File: config.mk
export PLATFORM = sky130hd
export DESIGN_NAME = regfile_wb_arbiter
export DESIGN_NICKNAME = d
export VERILOG_FILES = /design/src/rtl/regfile_wb_arbiter.sv
export SDC_FILE = /design/constraint.sdc
export NUM_CORES = 1
export LEC_CHECK = 0
export CAP_MARGIN = 5
export CORE_MARGIN = 5
export CORE_UTILIZATION = 39
export CTS_CLUSTER_SIZE = 25
export DETAILED_ROUTE_END_ITERATION = 16
export GPL_TIMING_DRIVEN = 0
export PLACE_DENSITY = 0.81
export SYNTH_ARGS = -nofsm -noshare
export SYNTH_HDL_FRONTEND = slang
export SYNTH_SLANG_ARGS = --single-unit
File: constraint.sdc
create_clock -name clk -period 2 [get_ports clk]
set_input_delay 0.5 -clock clk [delete_from_list [all_inputs] [get_ports clk]]
set_output_delay 0.5 -clock clk [all_outputs]
set_load 0.01 [all_outputs]
File: src/rtl/regfile_wb_arbiter.sv
// regfile_wb_arbiter
//
// Shares the single write port of the 32x32 register file between NREQ
// writeback sources (ALU, load unit, mul/div, ...). At most one request is
// granted per cycle. The granted write is registered and driven straight
// into the register file one cycle later.
//
// Ports:
//   clk         clock, rising edge
//   rst         asynchronous active-high reset
//   req_valid   [NREQ]     pending write from requester i
//   req_addr    [NREQ*AW]  destination register, slice [i*AW +: AW]
//   req_data    [NREQ*DW]  write data, slice [i*DW +: DW]
//   req_ready   [NREQ]     combinational one-hot grant (zero when idle)
//   wb_stall    suppresses any grant this cycle
//   reg_write   registered write enable (never set for r0)
//   write_reg   registered write address
//   write_data  registered write data
//   grant_cnt   16-bit count of accepted transfers, r0 writes included
//
// Build option:
//   WBARB_FIXED_PRIO_EN  when defined, lowest index always wins and the
//                        round-robin pointer is not built. Default is
//                        round-robin arbitration.

module regfile_wb_arbiter #(
   parameter int NREQ = 3,
   parameter int AW   = 5,
   parameter int DW   = 32
) (
   input  logic               clk,
   input  logic               rst,
   input  logic [NREQ-1:0]    req_valid,
   input  logic [NREQ*AW-1:0] req_addr,
   input  logic [NREQ*DW-1:0] req_data,
   output logic [NREQ-1:0]    req_ready,
   input  logic               wb_stall,
   output logic               reg_write,
   output logic [AW-1:0]      write_reg,
   output logic [DW-1:0]      write_data,
   output logic [15:0]        grant_cnt
);

   // Candidate set the lowest-index picker works on. In round-robin mode
   // this is the valid set restricted to indices at or after the pointer,
   // falling back to the full valid set when nothing lies at or after it;
   // that gives the circular search order rr_ptr, rr_ptr+1, ... mod NREQ.
   logic [NREQ-1:0] pick_vec;
   logic [NREQ-1:0] grant;
   logic [AW-1:0]   sel_addr;
   logic [DW-1:0]   sel_data;
   logic            xfer;

`ifdef WBARB_FIXED_PRIO_EN

   assign pick_vec = req_valid;

`else

   localparam int PW = $clog2(NREQ);

   logic [PW-1:0]   rr_ptr;
   logic [PW-1:0]   gnt_idx;
   logic [NREQ-1:0] upper;
   logic [NREQ-1:0] upper_valid;

   always_comb begin
      upper = '0;
      for (int i = 0; i < NREQ; i++) begin
         upper[i] = (PW'(i) >= rr_ptr);
      end
      upper_valid = req_valid & upper;
      pick_vec    = (|upper_valid) ? upper_valid : req_valid;
   end

   always_comb begin
      gnt_idx = '0;
      for (int i = 0; i < NREQ; i++) begin
         if (grant[i]) begin
            gnt_idx = PW'(i);
         end
      end
   end

   always_ff @(posedge clk or posedge rst) begin
      if (rst) begin
         rr_ptr <= '0;
      end else if (xfer) begin
         rr_ptr <= (gnt_idx == PW'(NREQ - 1)) ? '0 : gnt_idx + PW'(1);
      end
   end

`endif

   // Lowest set bit of pick_vec wins; scanning downwards lets the last
   // hit (the lowest index) overwrite any earlier one.
   always_comb begin
      grant    = '0;
      sel_addr = '0;
      sel_data = '0;
      for (int i = NREQ - 1; i >= 0; i--) begin
         if (pick_vec[i]) begin
            grant    = '0;
            grant[i] = 1'b1;
            sel_addr = req_addr[i*AW +: AW];
            sel_data = req_data[i*DW +: DW];
         end
      end
   end

   // Ready is forced low during reset so nothing is accepted in the cycle
   // reset rises; the grant only ever covers valid requesters, so any
   // ready bit is a transfer.
   assign req_ready = (rst || wb_stall) ? '0 : grant;
   assign xfer      = |req_ready;

   always_ff @(posedge clk or posedge rst) begin
      if (rst) begin
         reg_write  <= 1'b0;
         write_reg  <= '0;
         write_data <= '0;
         grant_cnt  <= '0;
      end else begin
         // r0 writes are accepted and counted but never forwarded.
         reg_write <= xfer && (sel_addr != '0);
         if (xfer) begin
            write_reg  <= sel_addr;
            write_data <= sel_data;
            grant_cnt  <= grant_cnt + 16'd1;
         end
      end
   end

endmodule

# Word level (Yosys, flattened, before mapping)
# Index checks and enable logic that the tools add are counted.
# W data, S select, Z words.
classes:
  order_cmp: 3
  eq_ne: 1
  reduce_logical: 5
  n_addsub: 2
  muxes: 14
  n_bitwise: 1
op_table:
  columns: ["op", "n"]
  rows:
  - ["$mux W32", 3]
  - ["$add A16 B1 Y16 const B", 1]
  - ["$mux W3", 5]
  - ["$mux W5", 3]
  - ["$reduce_or A3 Y1", 2]
  - ["$reduce_bool A5 Y1", 1]
  - ["$ge A1 B2 Y1 const A", 2]
  - ["$mux W2", 2]
  - ["$and A3 B3 Y3", 1]
  - ["$add A2 B1 Y2 const B", 1]
  - ["$eq A2 B2 Y1 const B", 1]
  - ["$ge A2 B2 Y1 const A", 1]
  - ["$logic_and A1 B1 Y1", 1]
  - ["$logic_or A1 B1 Y1", 1]
  - ["$mux W1", 1]
totals:
  wordCells: 31
  ff_bits: 56
  out_inout_bits: 57
  in_bits: 117

# Depth between registers and ports, before layout
depth:
  word_depth: 11
  depth_mapped: 7
  mapped_depth_nobuf: 5

# Worst setup path before layout
# OpenSTA, ideal clock, no wires.
synth_path:
  path_type: "input -> output"
  startpoint: "input req_valid[1]"
  endpoint: "output req_ready[0]"
  arrival_ns: 1.404
  cell_stages: 5
  t_required_ns: 1.500
  slack_ns: 0.096
  path_cell_list: "and3b_1 > a211o_1 > buf_2 > buf_6 > nor3_2"
synth_between:
  elab_chain_cells: 6
synth_rtl:
  columns: ["element", "line_no", "rtl"]
  rows:
  - ["start, declared", "33", "input logic [NREQ-1:0] req_valid,"]
  - ["$and A3 B3 Y3", "72", "upper_valid = req_valid & upper;"]
  - ["$reduce_or A3 Y1", "73", "pick_vec = (|upper_valid) ? upper_valid : req_valid;"]
  - ["$mux W3 *", "73", null]
  - ["$mux W3", "102", "if (pick_vec[i]) begin"]
  - ["$mux W3 *", "102", null]
  - ["$mux W3 *", "114", "assign req_ready = (rst || wb_stall) ? '0 : grant;"]
  - ["end, declared", "36", "output logic [NREQ-1:0] req_ready,"]
# Mark *: on every way between the ends. The rest lies on a longest branch, timed or not.

# Worst setup path in the final report
# Same ends and word-level chain as after synthesis.

==> metrics <==
status finished with violations; violated checks negative setup slack; CTS tree built; FF-to-FF Start rr_ptr[0]; hold_ws 0.385 ns; clock network fraction of design power 16.5%; Pre-antenna DRT Iters 5; Hold Buf Count CTS 0; worst-margin pin slew 0.524 ns; Worst path top cell family by delay buffers and inverters; Post-synth top flop dfrtp_1; CTS Sinks 56; CTS clock-pin slew for the worst setup and hold paths 0.11 ns; HP Class in2async; DR WL/cell 17.4 um; sequential share of power about 38%; syn avg cell area 8.54 um^2; Post-DP Area around 5000 um^2; Setup WS post-layout -0.312 ns; Async S/R FF share, synth 100%; GRT Util Overall 22.9%; Max Fanout on Critical Path 5; Setup CP Type in2out; dpl hpwl 8.56 mm; Clock Tree Buf Depth 2; Worst-Skew Late Latency around 0.32 ns; Cell variety after synth 38; # setup viols final 3; DRC violations left 0; Layout fillers 633; CP Launch Type input pin; final instance area 5270 um^2; Final ANT Viol Nets 0; CP required ~1.5 ns; synth top area cells dfrtp_1 45%, nand2_1 9.2%, o211ai_1 7.7%; Die W 99.4 um; # rows 32; area grow syn2layout 69.2%; utilization after layout 67.9%; vias in the first global route 3658; crit-path max cell delay 0.27 ns; Setup Skew just over 0.007 ns; period utilisation layout 116%; power density cells between 800 and 900 nW/um^2; switch share 35.9%; RSZ-0062 raised after global routing true; CP arrival around 1.8 ns; fin crit period around 2.3 ns; Starting Density 40.1%; CTS buffer count 5; peak supply drop 406 uV; die area 9880 um^2; Cells after Synth around 370; Yosys top cell by area dfrtp_1; PortBufs 173; synthesized flop and latch total 56; Synth top area share 45.0%; core area just under 8000 um^2; final hold viol count 0; first-pass GRT wire length about 18 mm; GPL Wtd Cong between 0.7 and 0.8; f_max 433 MHz; crit path from req_valid[1]; Ant. Diodes 0; P_int around 2.7 mW; root buf cell clkbuf_8; via/cell ratio 5.41; Critical Path, Cell by Cell dlygate4sd2_1 -> and3b_2 -> a211o_1 -> buf_6 -> buf_8 -> nor3_4 -> buf_2; # IOs 174; Pleak between 2 and 2.5 nW; Worst setup EP type primary output; antenna violations before repair 0; Post-Syn Area 3120 um^2; Post-synth EDFFs 0; Syn. warnings 0; die height ~99 um; drt total wl 11.5 mm; max-slew violation count 0; # nets final a little under 700; global route overflow 0; Slowest cell on crit path dlygate4sd2_1; relative slew slack 65.0%; Fin Setup TNS -0.834 ns; combinational fraction of design power between 40% and 50%; Max-Cap Viols 0; DRT iter0 DRCs ~160; Bufs and invs on worst path 4; Seq/Total Area, Yosys between 40% and 50%; largest net degree at the start of global routing 43; share of post-route cells with drive strength above 1 10.7%; syn_nets 483; Sw Pwr 1.53 mW; htree depth 2; DR vias 3582; max FFs per register 32
==> path summary, 6_finish.rpt <==
check	endpoint	slack [ns]	depth (start not counted)
hold reg to reg	grant_cnt[15]	0.47	1
setup reg to reg	reg_write	0.08	8
hold / removal	write_data[7]	0.39	2
max in group asynchronous	rr_ptr[1]	1.08	3
min in group clk	grant_cnt[15]	0.47	1
setup / recovery	req_ready[0]	-0.31	7
==> cell families after synthesis <==
group                      count (synthesis)  synth area share (%)
and+or+nand+nor                          138                  20.6
AOI/OAI and AO/OA                        118                  24.1
DFF                                       56                  45.0
buffers and inverters                     36                  5.42
xor gates and xnor gates                  16                  4.50
adders and majority gates                  1                 0.402
==> synthesized netlist by cell type, types with 2 or more instances <==
cell type   n
a21o_1      2
nand2_1    76
inv_1       4
xor2_1      5
buf_4       2
o21ai_0    30
o211ai_1   32
buf_6       2
o31ai_1     2
and3_1      4
a221o_1     2
xnor2_1    11
nand3_1    36
o21ai_1    40
clkbuf_1   19
nor3_1      2
dfrtp_1    56
buf_2       9
nand4_1     6
nor2_1      7
==> per-layer routing <==
| layer | vias to the layer above | share of wire (%) | global-route usage, % |
|---|---|---|---|
| met2 | 165 | 50 | 39.2 |
| met5 | - | 0 | 0 |
| li1 | 1695 | - | - |
| met4 | 0 | 1.9 | 6.30 |
| met1 | 1702 | 40 | 28.9 |
| met3 | 20 | 8.1 | 5.54 |
==> metrics by stage <==
| step | std cells | worst slack [ns] | power (mW) |
|---|---|---|---|
| 6_report | 662 | -0.312 | 4.26 |
| 5_1_grt | 662 | -0.370 | 4.54 |
| 4_1_cts | 659 | -0.294 | 4.25 |
| 3_5_place_dp | 641 | -1.07 | 3.45 |
| 3_3_place_gp | 640 | -1.09 | 3.40 |
| 2_1_floorplan | 365 | 0.0956 | 2.45 |
==> repair_timing <==
action                                  4_1_cts  5_1_grt
endpoints found under the setup margin       32       29
pin swaps                                     3        2
setup buffers                                10        3
resized for setup                            35       13
==> placed cells by master (no fill, tap or decap), types with 2 or more instances in the layout <==
cell,synthesis,routed
buf_2,9,8
nand4_1,6,6
a221o_1,2,2
dlygate4sd2_1,0,3
xor2_1,5,4
buf_4,2,13
and3_1,4,3
clkbuf_1,19,16
o31ai_1,2,2
o211ai_1,32,32
nand2_1,76,76
clkbuf_8,0,5
dfrtp_1,56,54
nor2_1,7,6
clkdlybuf4s50_1,0,165
o21ai_0,30,29
dfrtp_2,0,2
a21o_1,2,2
buf_6,2,7
o21ai_1,40,41
xnor2_1,11,11
inv_1,4,3
nor3_1,2,2
clkbuf_2,0,4
inv_6,0,2
nand3_1,36,35
==> final cells by class <==
type	instances	area (um^2)	share of cell area, %
repair buffers	187	1840	35.0
multi-input cells	273	1610	30.5
flip-flops and latches	56	1400	26.6
plain buffers	32	178	3.37
well taps	102	128	2.42
clock buffers	5	68.8	1.31
clock inverters	3	28.8	0.546
inverters	4	15.0	0.285
==> power by group through the flow <==
stage	Sequential (mW)	Combinational (mW)	Clock [mW]
after floorplan	1.71	0.735	0
after global placement	1.61	1.79	0
after detailed placement	1.62	1.83	0
after CTS	1.61	1.93	0.704
after global routing	1.65	2.13	0.754
final	1.61	1.95	0.701
Power figures use the tool's default switching activity.
